--- src/rtl/mem_port_arbiter.sv ---
// Shares one memory port between the fetch and load/store requesters.
// One access at a time, round-robin on ties, fixed read latency.
module mem_port_arbiter #(
    parameter int LATENCY = 2
) (
    input  logic        clk,
    input  logic        Reset,
    input  logic        IReq,
    input  logic [63:0] IAddr,
    output logic        IGnt,
    output logic        IValid,
    output logic [31:0] IData,
    input  logic        DReq,
    input  logic        DWe,
    input  logic [63:0] DAddr,
    input  logic [63:0] DWData,
    output logic        DGnt,
    output logic        DValid,
    output logic [63:0] DRData,
    output logic [63:0] MemAddr,
    output logic        MemWr,
    output logic [63:0] MemWData,
    input  logic [63:0] MemRData,
    output logic        Busy
);

    typedef enum logic {IDLE, BUSY} state_t;

    localparam logic [3:0] LAT4 = 4'(LATENCY);

    state_t      state, state_n;
    logic [3:0]  cnt, cnt_n;
    logic        last_d, last_d_n;
    logic        own_d, own_d_n;
    logic        wr_op, wr_op_n;
    logic        pick_d;
    logic        ignt_n, dgnt_n, ivalid_n, dvalid_n, memwr_n;
    logic [31:0] idata_n;
    logic [63:0] drdata_n, memaddr_n, memwdata_n;

    assign Busy = (state == BUSY);

    // last_d remembers who won most recently; ties go to the other one
    assign pick_d = DReq && (!IReq || !last_d);

    always_comb begin
        state_n    = state;
        cnt_n      = cnt;
        last_d_n   = last_d;
        own_d_n    = own_d;
        wr_op_n    = wr_op;
        ignt_n     = 1'b0;
        dgnt_n     = 1'b0;
        ivalid_n   = 1'b0;
        dvalid_n   = 1'b0;
        memwr_n    = 1'b0;
        idata_n    = IData;
        drdata_n   = DRData;
        memaddr_n  = MemAddr;
        memwdata_n = MemWData;
        unique case (state)
            IDLE: begin
                if (IReq || DReq) begin
                    state_n   = BUSY;
                    cnt_n     = LAT4;
                    last_d_n  = pick_d;
                    own_d_n   = pick_d;
                    wr_op_n   = pick_d && DWe;
                    memwr_n   = pick_d && DWe;
                    ignt_n    = !pick_d;
                    dgnt_n    = pick_d;
                    memaddr_n = pick_d ? DAddr : IAddr;
                    if (pick_d)
                        memwdata_n = DWData;
                end
            end
            BUSY: begin
                cnt_n = cnt - 4'd1;
                if (cnt == 4'd1) begin
                    state_n = IDLE;
                    if (own_d) begin
                        dvalid_n = 1'b1;
                        if (!wr_op)
                            drdata_n = MemRData;
                    end else begin
                        ivalid_n = 1'b1;
                        idata_n  = MemRData[31:0];
                    end
                end
            end
            default: state_n = IDLE;
        endcase
    end

    always_ff @(posedge clk or negedge Reset) begin
        if (!Reset) begin
            state    <= IDLE;
            cnt      <= 4'd0;
            last_d   <= 1'b0;
            own_d    <= 1'b0;
            wr_op    <= 1'b0;
            IGnt     <= 1'b0;
            DGnt     <= 1'b0;
            IValid   <= 1'b0;
            DValid   <= 1'b0;
            MemWr    <= 1'b0;
            IData    <= 32'd0;
            DRData   <= 64'd0;
            MemAddr  <= 64'd0;
            MemWData <= 64'd0;
        end else begin
            state    <= state_n;
            cnt      <= cnt_n;
            last_d   <= last_d_n;
            own_d    <= own_d_n;
            wr_op    <= wr_op_n;
            IGnt     <= ignt_n;
            DGnt     <= dgnt_n;
            IValid   <= ivalid_n;
            DValid   <= dvalid_n;
            MemWr    <= memwr_n;
            IData    <= idata_n;
            DRData   <= drdata_n;
            MemAddr  <= memaddr_n;
            MemWData <= memwdata_n;
        end
    end

endmodule
--- config.mk ---
export PLATFORM = sky130hd
export DESIGN_NAME = mem_port_arbiter
export DESIGN_NICKNAME = d
export VERILOG_FILES = /design/src/rtl/mem_port_arbiter.sv
export SDC_FILE = /design/constraint.sdc
export NUM_CORES = 1
export LEC_CHECK = 0
export ABC_AREA = 1
export ABC_CLOCK_PERIOD_IN_PS = 2800
export CAP_MARGIN = 0
export CORE_AREA = 2 2 193 195
export DETAILED_ROUTE_END_ITERATION = 6
export DIE_AREA = 0 0 195 197
export GPL_TIMING_DRIVEN = 0
export PLACE_DENSITY_LB_ADDON = 0.12
export RECOVER_POWER = 25
export SLEW_MARGIN = 20
export SYNTH_ARGS = -nofsm -noshare
export SYNTH_HDL_FRONTEND = slang
export SYNTH_SLANG_ARGS = --single-unit
export TNS_END_PERCENT = 100
--- constraint.sdc ---
create_clock -name clk -period 2.8 [get_ports clk]
set_input_delay 0.42 -clock clk [delete_from_list [all_inputs] [get_ports clk]]
set_output_delay 0.42 -clock clk [all_outputs]
set_load 0.03 [all_outputs]
==> impl_metrics.toml <==
[pwr]
worst_ir_drop_vdd_uv = 494
power_leakage_nw = 7.49
p_per_area_mw_per_mm2 = 1260

[grt]
grt_first_pass_wirelength_um = 59100
grt_use_met2 = 0.353
via_count_of_the_first_global_routing_pass = 9738
globalRoute.busiestLayer = "met2"
global_route.usage.met3 = 0.0606
groute.usage.overall = 0.198
overflow = 0
grt_util_met1 = 0.236
initial_antenna_violation_count = 1
grt_max_degree = 77

[finish]
finish.net_count = 1880
num-fill-cells = 3642
drive_above_1_share = 0.0647
regArea_mm2 = 0.00591
layout.core_utilization = 0.446
multi_input_area_mm2 = 0.00331
area_growth_syn_to_layout_pct = 68.2

[detailed_routing]
drt_pass1_iterations = 5
detail_route.drc_violations = 0
vias = 9499
postRouteAntennaNets = 0
average_wire_per_cell_in_the_routed_design_um = 18.3
vias_per_cell = 4.51
detail_route.wirelength_um = 38600
drtIter0Drc = 448

[timing]
finalClockSkew_ns = 0.0137
period_share = 0.825
setup_violating_endpoint_count_in_the_final_report = 0
report.final.hold_viol_count = 0
final.setup.tns_ns = 0
grt_setup_unrepaired = "no"
clock.fmax_mhz = 433
actual_slew_at_the_worst_max_slew_pin_ns = 1.66
period_minus_slack_ns = 2.31
slew-limit-headroom = -0.105
final_max_slew_viol_count = 69

[floorplan]
die-area_mm2 = 0.0384
floorplan.die.height_um = 197
floorplan.initialDensity = 0.265
rows = 70
core_region_area_mm2 = 0.0363
ioPinCount = 491
floorplan.die.width_um = 195

[placed_design]
dp_hpwl_um = 29600
buffer_ports.inserted = 490
place.gp.congestion = 0.812

[yosys]
synthesis_warnings = 0
synth.top_cells.by_area = "dfrtp_1 (62%), nand2_1 (20%), nand3_1 (8.5%), nand4_1 (4.2%), buf_2 (2.6%)"
syn-mean-instance-area_um2 = 8.78
synthDominantAreaCellType = "dfrtp_1"
ys_seq_area_frac = 0.615
post_synth_num_cell_types = 20
netlist_instances = 1093
ys_async_sr_fraction = 1.00
synth_area_mm2 = 0.00960
post_synth_most_frequent_cells = "nand2_1 (521), dfrtp_1 (236), nand3_1 (163), nand4_1 (64), buf_2 (49)"
count_of_flip_flops_with_a_built_in_enable_after_synthesis = 0
synth_most_common_cell = "nand2_1"
synth_seq_cells = 236
syn-num-nets = 1356
synthDominantCellAreaShare = 0.615
postSynth.topFlopCell = "dfrtp_1"

[worst_setup_path]
critical_path.n_buffers_inverters = 1
timing.reg2reg.worst_path_depth = 6
r2r_end = "IData[9]"
critical_path.reg2reg.startpoint = "Busy"
crit_type = "reg -> out"
timing.reg2reg.setup_slack_ns = 1.00
crit_fanout = 7
worst_path_largest_cell_delay_ns = 0.77
crit_path_capture_type = "output pin"
worstPathRequired_ns = 2.38
critical_path.startpoint_type = "flop"
crit_path_cell_chain = "clkdlybuf4s50_1"
cpLargestDelayFamily = "buffers and inverters"
critPathArrivalTime_ns = 1.89
cp_slowest_cell = "clkdlybuf4s50_1"

[clocking]
cts_buffer_depth = 3
clock-sinks = 236
clk_latency_ns = 0.54
clk_pin_slew_ns = 0.06
cts-root-buf = "clkbuf_16"
tritoncts = "built"
h-tree-depth = 1
hold_buffers = 1
cts-buffers-inserted = 28
postCtsSetupRepairBufs = 0
cts.repair.resized = 0

[run]
cap_viol_max_count = 1

[hold_path]
min_path_type = "in -> async"

[outcome]
violations = "capacitance limit, slew limit"
run_status = "finished with violations"
[routing by layer]
layer | vias up | wire length, µm
met5 | - | 0
met3 | 42 | 3360
met2 | 372 | 19200
met1 | 4480 | 15400
met4 | 0 | 638
li1 | 4605 | -
[logic make-up (layout without fill, tap and decap cells)]
logic type | count (synthesis) | in the layout | synth area share
adders and majority gates | 2 | 2 | 0.00261
other | 0 | 2 | 0
buffers and inverters | 87 | 632 | 0.0404
DFF | 236 | 236 | 0.615
and+or+nand+nor | 760 | 760 | 0.337
AOI/OAI and AO/OA | 8 | 8 | 0.00482
[state kept, by name (all words and copies together) (netlist names), 4 cells and up]
register,count
MemAddr,64
MemWData,64
DRData,64
IData,32
cnt,4
[worst reg2reg max path, stage by stage, from the launching register on]
cell and delay, ns:
dfrtp_1 0.58, inv_2 0.16, nor2_2 0.33, nand2_1 0.23, buf_2 0.25, nand2_1 0.09
nand2_1 0.05
[report_power, final]
group	internal [mW]	total [mW]	switching, mW	leakage, nW
clock network	2.49	3.97	1.48	0.491
registers	5.08	6.01	0.924	2.86
logic	4.00	10.4	6.35	4.14
total	11.6	20.3	8.75	7.49
[cell usage in the layout (no fill, tap or decap), drive strengths merged]
| cell | count |
|---|---|
| nand4 | 64 |
| nor2 | 9 |
| clkinv | 7 |
| nor3 | 1 |
| nand3b | 1 |
| inv | 10 |
| nand2 | 522 |
| nand3 | 163 |
| diode | 2 |
| a21oi | 2 |
| dfrtp | 236 |
| o21bai | 1 |
| dlygate4sd3 | 1 |
| ha | 2 |
| buf | 58 |
| bufinv | 6 |
| o21ai | 5 |
| clkinvlp | 1 |
| clkdlybuf4s50 | 489 |
| clkbuf | 60 |
[worst max path at each step]
| stage | start | endpoint | slack [ns] | depth (start not counted) |
|---|---|---|---|---|
| 2_1_floorplan | Busy | Busy | 1.38 | 5 |
| 3_3_place_gp | Reset | MemAddr[17] | -9.68 | 1 |
| 3_5_place_dp | IReq | MemWData[47] | 0.53 | 8 |
| 4_1_cts | Busy | Busy | 0.41 | 1 |
| 5_1_grt | Reset | MemAddr[12] | 0.23 | 3 |
| 6_report | Busy | Busy | 0.49 | 1 |
[cell type report]
class	instances	share of cell area
diodes	2	0.000310
well taps	468	0.0362
inverters	10	0.00232
clock buffers	37	0.0480
flip-flops and latches	236	0.366
clock inverters	14	0.0140
repair buffers	494	0.307
multi-input cells	770	0.205
plain buffers	77	0.0217
[through the flow]
stage / worst slack, ns / instance area (µm²) / std cells / power, mW / hold WS [ns]
after floorplan: 1.38 / 9600 / 1093 / 11.5 / 0.124
after global placement: -9.68 / 15100 / 2051 / 16.4 / 0.454
after detailed placement: 0.530 / 15200 / 2054 / 16.5 / 0.305
after CTS: 0.409 / 16200 / 2106 / 20.6 / 0.325
after global routing: 0.226 / 16100 / 2106 / 21.5 / 0.343
final: 0.489 / 16200 / 2108 / 20.3 / 0.329
Note: power is estimated with default switching activity, not from simulation.
==> variant 1 (same settings) <==
Reset style: synchronous (`Reset`), changed in one clocked block.
--- a/src/rtl/mem_port_arbiter.sv
+++ b/src/rtl/mem_port_arbiter.sv
@@ -92,7 +92,7 @@
         endcase
     end
 
-    always_ff @(posedge clk or negedge Reset) begin
+    always_ff @(posedge clk) begin
         if (!Reset) begin
             state    <= IDLE;
             cnt      <= 4'd0;
Check against the original RTL: differs if Reset is asserted again (counterexample within 4 cycles, from zero or initial values and one cycle with Reset low); with Reset held inactive, the same outputs for 4 cycles.
==> variant 1 against the unedited design <==
Worst setup slack improved by 0.13 ns. Final area decreased by 3.6%. Register-to-register slack got worse by 0.38 ns. Count of clock-buffer cells in the layout increased by 6. Routed wire length decreased by 2.1%. Via count increased by 5.2%. Clock skew increased by 0.012 ns. Critical path depth increased by 7. Sequential cell count unchanged. Area after synthesis decreased by 3.9%. Critical path type is now flip-flop to flip-flop. Critical endpoint is now DRData[52]$_SDFFE_PN0P_.
Power is not compared: it rests on default switching activity, and its combinational part moved more than twofold at a synthesized area within 25%.
==> variant 1: results (changes against the unedited design) <==
critical path arrival=2.64 ns (was 1.89 ns); top_reg_cell synth=dfxtp_1 (was dfrtp_1); vias=9997 (was 9499); routed length per placed instance=16.51 um (was 18.31 um); ys async rst share=0% (was 100.0%); top cells by count, synth=nand2_1, dfxtp_1, nor2_1 (was nand2_1, dfrtp_1, nand3_1); DRT Pass-1 Iters=5 (unchanged); share of layout cells above drive strength 1=5.003% (was 6.471%); Port-buffer cells=489 (was 490); skew final=0.02567 ns (was 0.01365 ns); status=finished clean (was finished, violations left); cells after synthesis=1282 (was 1093); antenna violations before repair=2 (was 1); DRT iter0 DRCs=388 (was 448); register area share after synthesis=51.21% (was 61.51%); HP Class=input pin to flip-flop (was input pin to async pin); Slew @ Worst Pin=0.9238 ns (was 1.658 ns); first-pass GRT wire length=57730 um (was 59140 um); gpl congestion=0.8337 (was 0.8115); nets=2064 (was 1880); DP HPWL=28980 um (was 29550 um); slowest stage delay, CP=0.57 ns (was 0.77 ns); post-place setup slack=0.5414 ns (was 0.5303 ns); placed inst area=14710 um2 (was 15180 um2); number of cells after detailed placement=2239 (was 2054); ranking of synthesized cells by area=dfxtp_1, nand2_1, nor2_1 (was dfrtp_1, nand2_1, nand3_1); Post-Syn Nets=1545 (was 1356); Layout fillers=3751 (was 3642); vias per cell=4.369 (was 4.506); Clk Latency, worst-skew pair=0.56 ns (was 0.54 ns)
==> variant 1: kinds of logic (layout without fill, tap and decap cells) <==
group | after synthesis | after routing | share of synthesized area [%]
adder cells (fa/ha/maj) | 2 | 2 | 0.2712
AND/OR/NAND/NOR | 804 | 804 | 36.45
buffers and inverters | 169 | 706 | 8.205
flip-flops | 236 | 236 | 51.21
AO/OA/AOI/OAI | 71 | 71 | 3.865
other | 0 | 1 | 0
==> variant 1: final cells by class <==
class / count / share of cell area (%)
Inverter: 75 / 1.808
Multi-Input combinational cell: 877 / 23.95
Tap cell: 468 / 3.761
Buffer: 94 / 2.893
Timing Repair Buffer: 489 / 31.43
Sequential cell: 236 / 30.34
Clock buffer: 43 / 5.376
Clock inverter: 5 / 0.4178
Antenna cell: 1 / 0.01607
==> variant 1: path summary, 6_finish.rpt <==
check / startpoint / to / slack [ns] / depth (start not counted)
hold reg to reg: MemAddr[63]$_SDFFE_PN0P_ / MemAddr[63]$_SDFFE_PN0P_ / 0.46 / 2
setup reg to reg: Busy$_SDFF_PN0_ / DRData[52]$_SDFFE_PN0P_ / 0.62 / 8
hold / removal: DWData[9] / MemWData[9]$_SDFFE_PN0P_ / 0.43 / 3
setup / recovery: Busy$_SDFF_PN0_ / DRData[52]$_SDFFE_PN0P_ / 0.62 / 8
==> variant 1: metal layers <==
layer  wire (um)  GRT usage (%)  part of all wire [%]  vias up
li1            -              -                     -     5101
met1       15190          22.06                    40     4513
met2       18530          33.80                    49      322
met3        3126          5.903                   8.3       59
met4         918          5.570                   2.4        2
met5          13              0                 0.034        -
==> variant 1: power groups by stage <==
stage / combinational, mW / sequential [mW] / clock, mW
floorplan: 0.485 / 4.07 / 0
global placement: 1.78 / 3.71 / 0
detailed placement: 1.79 / 3.72 / 0
CTS: 1.79 / 3.65 / 3.72
global route: 1.90 / 3.67 / 3.84
finish: 1.76 / 3.65 / 3.61
==> variant 1: worst register-to-register path: stages (launching register included) <==
cell	delay, ns
dfxtp_1	0.36
buf_4	0.18
nand3_1	0.11
nor2_1	0.20
clkbuf_1	0.57
clkbuf_1	0.43
nand2_1	0.11
nand2_1	0.07
nor2_1	0.04
==> variant 1: per-stage QoR <==
| step | hold slack (ns) | power [mW] | util, % |
|---|---|---|---|
| 6_report | 0.4311 | 9.024 | 42.94 |
| 5_1_grt | 0.4210 | 9.413 | 42.94 |
| 4_1_cts | 0.4001 | 9.160 | 43.05 |
| 3_5_place_dp | 0.4490 | 5.502 | 40.56 |
| 3_3_place_gp | 0.4415 | 5.498 | 40.56 |
| 2_1_floorplan | 0.4469 | 4.557 | - |
==> variant 2 (same settings) <==
Made on the original files. Take the reset off `IData`, `DRData`, `MemAddr` and `MemWData` and load them in a clocked block of their own.
--- a/src/rtl/mem_port_arbiter.sv
+++ b/src/rtl/mem_port_arbiter.sv
@@ -104,10 +104,6 @@
             IValid   <= 1'b0;
             DValid   <= 1'b0;
             MemWr    <= 1'b0;
-            IData    <= 32'd0;
-            DRData   <= 64'd0;
-            MemAddr  <= 64'd0;
-            MemWData <= 64'd0;
         end else begin
             state    <= state_n;
             cnt      <= cnt_n;
@@ -119,11 +115,14 @@
             IValid   <= ivalid_n;
             DValid   <= dvalid_n;
             MemWr    <= memwr_n;
-            IData    <= idata_n;
-            DRData   <= drdata_n;
-            MemAddr  <= memaddr_n;
-            MemWData <= memwdata_n;
         end
     end
 
+    always_ff @(posedge clk) begin
+        IData    <= idata_n;
+        DRData   <= drdata_n;
+        MemAddr  <= memaddr_n;
+        MemWData <= memwdata_n;
+    end
+
 endmodule
Function: changed (Yosys sat finds a counterexample within 4 cycles, from zero or initial values and one cycle with Reset low).
==> variant 2 against the unedited design <==
Sequential cell count stayed put. Worst setup slack gained 0.14 ns. Synthesized cell count fell by 55%. Critical endpoint is now DRData[45]$_DFFE_PP_. Non-clock buffer count shrank 56. Area after synthesis decreased by 16%. Worst hold slack worse by 0.011 ns. Highest routed layer is now met5. Routed wire length down 30%. Final area decreased by 9.2%.
Power is not compared: it rests on default switching activity, and its combinational part moved more than twofold at a synthesized area within 25%.
==> variant 2: results (changes against the unedited design) <==
routed length per placed instance=17.96 um (was 18.31 um); antenna violations before repair=6 (was 1); FF-to-FF End=DRData[45]$_DFFE_PP_ (was IData[9]$_DFFE_PN0P_); critical path's slowest cell=clkbuf_1 (was clkdlybuf4s50_1); GRT Util Overall=13.46% (was 19.81%); GR Layer Usage met3=7.101% (was 6.057%); Top delay family on crit path=buffers and inverters (unchanged); nets=1281 (was 1880); level count of the clock H-tree=1 (unchanged); ranking of synthesized cells by area=edfxtp_1, nand2_1, dfrtp_1 (was dfrtp_1, nand2_1, nand3_1); pin count of the biggest net entering global routing=56 (was 77); ys async rst share=5.085% (was 100.0%); first-pass GRT wire length=38180 um (was 59140 um); DP HPWL=21420 um (was 29550 um); gpl congestion=0.7829 (was 0.8115); top_reg_cell synth=edfxtp_1 (was dfrtp_1); status=finished clean (was finished, violations left); Post-synth EDFFs=224 (was 0); vias per cell=3.852 (was 4.506); syn avg cell area=16.52 um2 (was 8.785 um2); Leak=around 5.4 nW; worst r2r src=Busy$_DFF_PN0_ (unchanged); Syn. warnings=0 (unchanged); cts repair resizes=0 (unchanged); Port-buffer cells=490 (unchanged); r2r setup slk=0.62 ns (was 1.00 ns); Top Registers=DRData: 64 flops, MemAddr: 64 flops, MemWData: 64 flops (unchanged); slowest stage delay, CP=0.39 ns (was 0.77 ns); CTS Root Cell=clkbuf_16 (unchanged); Layout Cells excl Fill=1511 (was 2108); hold slack=0.3180 ns (was 0.3285 ns); Layout fillers=3503 (was 3642); met1 usage=14.06% (was 23.56%); Post-Syn Nets=752 (was 1356); DRT Pass-1 Iters=4 (was 5); Slew @ Worst Pin=0.6368 ns (was 1.658 ns); Setup Buffers After CTS=0 (unchanged); Yosys cell types=19 (was 20); skew final=0.01719 ns (was 0.01365 ns); placed inst area=13820 um2 (was 15180 um2); Clk Latency, worst-skew pair=0.54 ns (about the same); post-place setup slack=0.3088 ns (was 0.5303 ns); register area share after synthesis=86.96% (was 61.51%); share of layout cells above drive strength 1=6.172% (was 6.471%); switching power=between 3 and 4 mW; clock buffer depth=3 (unchanged); worst-case reg-to-reg path depth=8 (was 6); CP max FO=17 (was 7); clock buffer count from CTS=27 (was 28); clock-pin slew on the worst setup and hold paths=0.06 ns (about the same); Peak VDD IR=0.0003551 V; HP Class=input pin to async pin (unchanged); number of global-route vias before repair=5838 (was 9738); GRT met2 Usage=23.20% (was 35.32%); top cells by count, synth=edfxtp_1, nand2_1, dfrtp_1, nor2_1, inv_1 (was nand2_1, dfrtp_1, nand3_1); DRT iter0 DRCs=177 (was 448); critical path arrival=2.41 ns (was 1.89 ns)
-- variant 2: cell count changes in the layout (fill, tap and decap cells not counted), sizes merged, moves of 128 or more --
cell           before  now
clkdlybuf4s50     489  361
dfrtp             236   12
dlygate4sd3         1  129
edfxtp              0  224
nand2             522  206
nand3             163    3
-- variant 2: layout make-up --
type / instances / area (um2) / share of cell area (%)
multi-input combinational: 230 / 927.1 / 6.324
timing repair buffer: 500 / 5110 / 34.85
buffer: 15 / 120.1 / 0.8192
antenna: 6 / 15.01 / 0.1024
sequential: 236 / 7028 / 47.93
clock buffer: 36 / 709.4 / 4.839
inverter: 8 / 35.03 / 0.2389
clock inverter: 12 / 131.4 / 0.8961
tap: 468 / 585.6 / 3.994
-- variant 2: worst max path at each step --
stage | start | end | slack [ns] | depth (start not counted)
floorplan | own_d$_DFFE_PN0P_ | MemWData[0]$_DFFE_PP_ | -0.02 | 4
global placement | DReq | MemWData[18]$_DFFE_PP_ | -1.52 | 4
detailed placement | DReq | MemWData[1]$_DFFE_PP_ | 0.31 | 7
CTS | DRData[18]$_DFFE_PP_ | DRData[18] | 0.66 | 1
global route | Busy$_DFF_PN0_ | DRData[45]$_DFFE_PP_ | 0.44 | 8
finish | Busy$_DFF_PN0_ | DRData[45]$_DFFE_PP_ | 0.62 | 8
-- variant 2: routing by layer --
layer,up-vias,wire [um]
met5,-,13
met4,2,778
met3,45,3533
met2,334,13040
met1,2657,9779
li1,2782,-
-- variant 2: metrics by stage --
step / TNS, ns / power (mW) / util [%]
after CTS: 0 / 11.33 / 40.42
after detailed placement: 0 / 7.834 / 38.11
after global routing: 0 / 11.57 / 40.40
final: 0 / 11.08 / 40.43
after global placement: -253.18 / 7.740 / 37.50
after floorplan: -2.869 / 6.231 / -
-- variant 2: logic make-up after synthesis --
family / synth area share (%)
flip-flops: 86.96
adder cells (fa/ha/maj): 0.3096
buffers and inverters: 1.889
AO/OA/AOI/OAI: 0.4335
AND/OR/NAND/NOR: 10.41
-- variant 2: power groups by stage --
stage | clock network (mW) | logic (mW) | registers (mW)
2_1_floorplan | 0 | 0.599 | 5.63
3_3_place_gp | 0 | 2.96 | 4.78
3_5_place_dp | 0 | 3.09 | 4.74
4_1_cts | 3.55 | 3.10 | 4.67
5_1_grt | 3.67 | 3.18 | 4.72
6_report | 3.42 | 2.99 | 4.66
